**src/rtl/serial_rca_pkg.sv**
```systemverilog
// Shared types and helpers for the bit-serial ripple-carry adder.
package serial_rca_pkg;

    // Controller states: wait for operands, shift/add one bit per clock, hold result.
    typedef enum logic [1:0] {
        IDLE = 2'd0,
        ADD  = 2'd1,
        DONE = 2'd2
    } srca_state_t;

    // Bit counter width; it must be able to hold WIDTH after the final ADD increment.
    function automatic int srca_count_width(input int width);
        return $clog2(width + 1);
    endfunction

endpackage

```
**src/rtl/serial_rca_adder_half_adder_cell.sv**
```systemverilog
// Gate-level half adder: sum is the XOR, carry is the AND of the two inputs.
module half_adder_cell (
    input  logic a,
    input  logic b,
    output logic sum,
    output logic carry
);

    xor u_xor (sum, a, b);
    and u_and (carry, a, b);

endmodule

```
**src/rtl/serial_rca_adder.sv**
```systemverilog
// Bit-serial ripple-carry adder. Operands are captured on the start handshake,
// then one bit per clock (LSB first) goes through a full adder built from two
// half-adder cells and an OR. A single carry flop links consecutive bits, and
// the result is held until the consumer takes it.
module serial_rca_adder
    import serial_rca_pkg::*;
#(
    parameter int WIDTH = 8
) (
    input  logic             clk,
    input  logic             rst_n,
    input  logic             start_valid,
    output logic             start_ready,
    input  logic [WIDTH-1:0] op_a,
    input  logic [WIDTH-1:0] op_b,
    input  logic             cin,
    output logic [WIDTH-1:0] sum,
    output logic             cout,
    output logic             done_valid,
    input  logic             done_ready,
    output logic             busy
);

    localparam int             CW       = srca_count_width(WIDTH);
    localparam logic [CW-1:0]  LAST_BIT = CW'(WIDTH - 1);

    srca_state_t      r_state;
    srca_state_t      w_state_next;

    logic [WIDTH-1:0] r_a_sh;
    logic [WIDTH-1:0] r_b_sh;
    logic [WIDTH-1:0] r_sum_sh;
    logic             r_carry;
    logic [CW-1:0]    r_count;

    logic [WIDTH-1:0] w_a_shifted;
    logic [WIDTH-1:0] w_b_shifted;
    logic [WIDTH-1:0] w_sum_shifted;

    logic             w_ha0_sum;
    logic             w_ha0_carry;
    logic             w_ha1_sum;
    logic             w_ha1_carry;
    logic             w_bit_carry;
    logic             w_last_bit;

    // Full adder for the current LSB: first cell adds the operand bits,
    // second cell folds in the running carry, OR merges the two carries.
    half_adder_cell u_ha0 (
        .a     (r_a_sh[0]),
        .b     (r_b_sh[0]),
        .sum   (w_ha0_sum),
        .carry (w_ha0_carry)
    );

    half_adder_cell u_ha1 (
        .a     (w_ha0_sum),
        .b     (r_carry),
        .sum   (w_ha1_sum),
        .carry (w_ha1_carry)
    );

    assign w_bit_carry = w_ha0_carry | w_ha1_carry;
    assign w_last_bit  = (r_count == LAST_BIT);

    // Right-shift paths: operands fill with zero at the top, the sum register
    // takes the freshly computed bit at the top so it ends up LSB-aligned.
    genvar gi;
    generate
        for (gi = 0; gi < WIDTH; gi++) begin : g_shift
            if (gi == WIDTH - 1) begin : g_msb
                assign w_a_shifted[gi]   = 1'b0;
                assign w_b_shifted[gi]   = 1'b0;
                assign w_sum_shifted[gi] = w_ha1_sum;
            end else begin : g_inner
                assign w_a_shifted[gi]   = r_a_sh[gi+1];
                assign w_b_shifted[gi]   = r_b_sh[gi+1];
                assign w_sum_shifted[gi] = r_sum_sh[gi+1];
            end
        end
    endgenerate

    // State register.
    always_ff @(posedge clk or negedge rst_n) begin
        if (!rst_n) begin
            r_state <= IDLE;
        end else begin
            r_state <= w_state_next;
        end
    end

    // Next-state logic: accept in IDLE, run WIDTH bit steps, wait for the consumer.
    always_comb begin
        w_state_next = r_state;
        case (r_state)
            IDLE:    if (start_valid) w_state_next = ADD;
            ADD:     if (w_last_bit)  w_state_next = DONE;
            DONE:    if (done_ready)  w_state_next = IDLE;
            default: w_state_next = IDLE;
        endcase
    end

    // Datapath: load on accept, shift and add one bit per ADD cycle, hold otherwise.
    always_ff @(posedge clk or negedge rst_n) begin
        if (!rst_n) begin
            r_a_sh   <= '0;
            r_b_sh   <= '0;
            r_sum_sh <= '0;
            r_carry  <= 1'b0;
            r_count  <= '0;
        end else begin
            case (r_state)
                IDLE: begin
                    if (start_valid) begin
                        r_a_sh   <= op_a;
                        r_b_sh   <= op_b;
                        r_carry  <= cin;
                        r_sum_sh <= '0;
                        r_count  <= '0;
                    end
                end
                ADD: begin
                    r_a_sh   <= w_a_shifted;
                    r_b_sh   <= w_b_shifted;
                    r_sum_sh <= w_sum_shifted;
                    r_carry  <= w_bit_carry;
                    r_count  <= r_count + CW'(1);
                end
                default: begin
                end
            endcase
        end
    end

    // Result comes straight from registers, so it stays put while the consumer stalls.
    assign sum         = r_sum_sh;
    assign cout        = r_carry;
    assign start_ready = (r_state == IDLE);
    assign done_valid  = (r_state == DONE);
    assign busy        = (r_state != IDLE);

endmodule

```
**config.mk**
```make
export PLATFORM = sky130hd
export DESIGN_NAME = serial_rca_adder
export DESIGN_NICKNAME = d
export VERILOG_FILES = /design/src/rtl/serial_rca_pkg.sv /design/src/rtl/serial_rca_adder_half_adder_cell.sv /design/src/rtl/serial_rca_adder.sv
export SDC_FILE = /design/constraint.sdc
export NUM_CORES = 1
export LEC_CHECK = 0
export ABC_CLOCK_PERIOD_IN_PS = 3100
export CORE_ASPECT_RATIO = 0.7
export CORE_MARGIN = 10
export CORE_UTILIZATION = 35
export CTS_CLUSTER_SIZE = 24
export DETAILED_ROUTE_END_ITERATION = 8
export HOLD_SLACK_MARGIN = 0.05
export PLACE_DENSITY = 0.68
export SYNTH_ARGS = -nofsm -noshare
export SYNTH_HDL_FRONTEND = slang
export SYNTH_SLANG_ARGS = --single-unit
```
**constraint.sdc**
```tcl
create_clock -name clk -period 3.1 [get_ports clk]
set_input_delay 0.93 -clock clk [delete_from_list [all_inputs] [get_ports clk]]
set_output_delay 0.93 -clock clk [all_outputs]
set_load 0.02 [all_outputs]
```
### Word-level counts from Yosys, hierarchy flattened

Cells that the tools add are included.

* bits in registers: 31
* input bits: 21
* output and inout port bits: 12
* logic and storage cells: 37

* add/sub/neg operators: 1
* eq/ne operators: 6
* multiplexer cells: 14
* bitwise gates (word level): 5
* reduce and logical (&&, ||, !) cells: 5

Operators with widths (count)
* $pmux 8 s2: 3
* $mux 8: 3
* $pmux 4 s2: 1
* $mux 2: 3
* $pmux 2 s3: 1
* $add 4x1->4 const B: 1
* $eq 4x3->1 const B: 1
* $mux 4: 1
* $ne 2x2->1 const B: 2
* $reduce_bool 2->1: 2
* $reduce_and 3->1: 1
* $and 1x1->1: 2
* $eq 2x1->1 const B: 1
* $eq 2x2->1 const B: 1
* $logic_not 2->1: 1
* $ne 2x1->1 const B: 1
* $pmux 1 s2: 1
* $reduce_and 2->1: 1
* $xor 1x1->1: 2
* $mux 1: 1
* $or 1x1->1: 1

### Longest topological paths before layout

* word-level depth: 4
* depth in mapped cells: 5
* gate-level depth less buffers: 4

### Modules after synthesis

From an unflattened synthesis, not the netlist that was laid out.

* cells, all modules: 146
* area, all modules: 1487.7 µm²

By module, submodules not included
* serial_rca_adder: times used 1, cells each 144, area each 1462.7 µm², seq. area each 775.7 µm²
* half_adder_cell: times used 2, cells each 1, area each 12.5 µm², seq. area each 0.0 µm²

### Least setup slack after synthesis

No wires, ideal clock.

* path kind: register to output
* start point: register r_state[1]
* end point: output port start_ready
* arrival time: 1.090 ns
* required time: 2.170 ns
* path slack: 1.080 ns
* stages on the path, launching flop included: 4
* path through: dfrtp_1 -> buf_2 -> or2_2 -> inv_1

* word-level cells in the longest chain between the ends: 1

RTL lines
* start: declaration: line serial_rca_adder.sv:27 `srca_state_t r_state;`
* start signal: assignment: line serial_rca_adder.sv:88 `r_state <= w_state_next;`
* $logic_not 2->1: line serial_rca_adder.sv:138 `assign start_ready = (r_state == IDLE);`
* end: declaration: line serial_rca_adder.sv:13 `output logic start_ready,`

No other way between the ends.

### Final worst setup path

* start point: register r_state[0]
* end point: output port done_valid

* word-level cells in the longest chain between the ends: 1

RTL lines
* $eq 2x2->1: line serial_rca_adder.sv:139 `assign done_valid = (r_state == DONE);`
* end: declaration: line serial_rca_adder.sv:19 `output logic done_valid,`

No other way between the ends.

==> impl_metrics.env <==
export IMPL_timing_critical_path_slowest_stage_cell="clkdlybuf4s50_1"
export IMPL_vdd_ir_drop_max_mv=0.398
export IMPL_cts_resized=0
export IMPL_drtIter0Drc=78
export IMPL_drive_above_1_share_pct=9.60
export IMPL_cts_tree="done"
export IMPL_yosysWarnings=0
export IMPL_timing_final_crit_share_pct=83.4
export IMPL_cts_hold_buf=0
export IMPL_vias_per_cell=5.19
export IMPL_antenna_cells=0
export IMPL_dp_hpwl_mm=2.49
export IMPL_clock_sinks=31
export IMPL_syn_num_nets=165
export IMPL_cp_max_fo=24
export IMPL_synth_top_cells_by_count="31 x dfrtp_1, 15 x a21oi_1, 14 x a22oi_1"
export IMPL_clkSlewWorstSetupHoldPaths_ps=60
export IMPL_rsz0062_at_grt="false"
export IMPL_ys_seq_area_share_pct=52.3
export IMPL_slew_viol_final=0
export IMPL_utilization_pct=48.6
export IMPL_port_buffer_count=32
export IMPL_netlist_area_mm2=0.00148
export IMPL_ctsLongestPathBuffers=2
export IMPL_p_total_mw=1.71
export IMPL_fmax_ghz=0.387
export IMPL_start_util_pct=37.1
export IMPL_grt_pass1_wl_mm=5.98
export IMPL_grt_overflow_total=0
export IMPL_arrival_ps=1660
export IMPL_synth_top_area_share_pct=52.3
export IMPL_core_area_mm2=0.00399
export IMPL_power_per_cell_area_mw_per_mm2=880
export IMPL_startpoint_type="register"
export IMPL_rows=19
export IMPL_outcome="finished clean"
export IMPL_yosysTopAreaCell="dfrtp_1"
export IMPL_ys_async_sr_fraction_pct=100
export IMPL_slowest_delay_ps=630
export IMPL_cts_root_buf="clkbuf_8"
export IMPL_worstMarginPinSlew_ps=980
export IMPL_hold_viol=0
export IMPL_synthTopCellsByArea="dfrtp_1 52%, a22oi_1 7.1%, a22o_1 5.9%"
export IMPL_gp_congestion=0.783
export IMPL_grt_pass1_vias=1251
export IMPL_setup_tns_ps=0
export IMPL_yosysMostFrequentCell="dfrtp_1"
export IMPL_num_io_pins=33
export IMPL_cp_top_family="buffers and inverters"
export IMPL_dieWidth_um=97.8
export IMPL_worstPathCellList="buf_4 -> nor2b_1 -> clkdlybuf4s50_1"
export IMPL_fill_cells=363
export IMPL_cts_made_buffers=5
export IMPL_dieArea_mm2=0.00728
export IMPL_area_growth_pct=30.9
export IMPL_worstSetupPathType="register to primary output"
export IMPL_hp_class="register to register"
export IMPL_slew_headroom_pct=34.4
export IMPL_antenna_found_initial=0
export IMPL_vias=1188
export IMPL_netlist_cell_type_count=24
export IMPL_worstSkewPairLatency_ps=280
export IMPL_cts_htree_levels=2
export IMPL_worst_path_buf_inv=2
export IMPL_wl_per_cell_um=15.2
export IMPL_synth_ff_type="dfrtp_1"
export IMPL_avgSynthCellArea_um2=10.4
export IMPL_ys_ff_latch=31
export IMPL_setup_viol=0
export IMPL_route_detailed_drc=0
export IMPL_antenna_left=0
export IMPL_cap_violations=0
export IMPL_grtUsageTotal_pct=9.89
export IMPL_dr_pass1_iters=4
export IMPL_fin_worst_skew_ps=3.91
export IMPL_layout_nets=200
export IMPL_period_needed_ps=2590
export IMPL_end_kind="primary output"
export IMPL_p_leak_nw=0.832
export IMPL_wl_mm=3.49
export IMPL_syn_inst=142
export IMPL_grt_max_degree=32
export IMPL_cp_data_required_time_ps=2170
export IMPL_die_h_um=74.5
export IMPL_synth_edff_count=0
export IMPL_cts_setup_buffers=0
-- area by class of cell --
class                           instances  area [um2]  area share, %
Multi-Input combinational cell         96         628           32.4
Timing Repair Buffer                   38         365           18.8
Inverter                                5        18.8          0.967
Sequential cell                        31         776           40.0
Clock buffer                            6        82.6           4.26
Tap cell                               52        65.1           3.35
Clock inverter                          1        5.00          0.258
-- registers in the layout, summed over array words and instances (netlist names) --
register and cells:
cout 1, r_a_sh 8, r_b_sh 8, r_count 4
r_state 2, sum 8
-- placed cells by master (no fill, tap or decap), drive strengths merged, types with 2 or more instances in the layout --
| cell type | count |
|---|---|
| a22oi | 14 |
| a2bb2oi | 4 |
| clkdlybuf4s50 | 32 |
| nor2b | 12 |
| a22o | 10 |
| nor2 | 2 |
| and2b | 5 |
| a21oi | 15 |
| o21ai | 19 |
| nand3 | 2 |
| nand2 | 6 |
| inv | 5 |
| dfrtp | 31 |
| clkbuf | 6 |
| buf | 6 |
-- metrics by stage --
step	cell area [um2]	instances	hold WS [ps]	worst slack, ps
CTS	1940	229	508	483
floorplan	1480	142	475	1080
global placement	1850	222	484	815
detailed placement	1850	222	492	731
global route	1940	229	518	431
finish	1940	229	509	515
-- power breakdown --
group	total, mW	switching [mW]	internal [mW]
clock network	0.313	0.139	0.174
logic	0.715	0.367	0.348
registers	0.680	0.115	0.564
-- metal layers --
metal | routed length, um | GRT usage (%)
met2 | 1540 | 15.9
met4 | 25 | 2.89
met5 | 0 | 0
met3 | 247 | 4.16
met1 | 1680 | 12.0
-- worst register-to-register path, stage by stage, from the launching register on --
cell and delay (ps):
dfrtp_1 330, buf_4 250, nor2b_2 850, a22oi_1 160, o21ai_0 130
-- cell families after synthesis --
family          after synthesis  share of synthesized area, %
compound gates               64                          27.9
fa+ha+maj                     2                          2.19
buf+inv                      15                          5.32
flops                        31                          52.3
mux                           1                         0.759
simple gates                 29                          11.5
-- worst paths after layout --
path                                             start               endpoint  slack [ps]  cells after the start
worst max-delay path            r_state[0]$_DFFE_PN0P_             done_valid         510                      3
worst min-delay path                sum[0]$_DFFE_PN0P_     sum[0]$_DFFE_PN0P_         510                      1
worst max register to register  r_state[0]$_DFFE_PN0P_  r_a_sh[4]$_DFFE_PN0P_        1290                      4
worst min register to register      sum[0]$_DFFE_PN0P_     sum[0]$_DFFE_PN0P_         510                      1
max in group asynchronous                        rst_n     sum[7]$_DFFE_PN0P_        1780                      2
min in group asynchronous                        rst_n  r_a_sh[3]$_DFFE_PN0P_        1040                      2
Power figures use the tool's default switching activity.
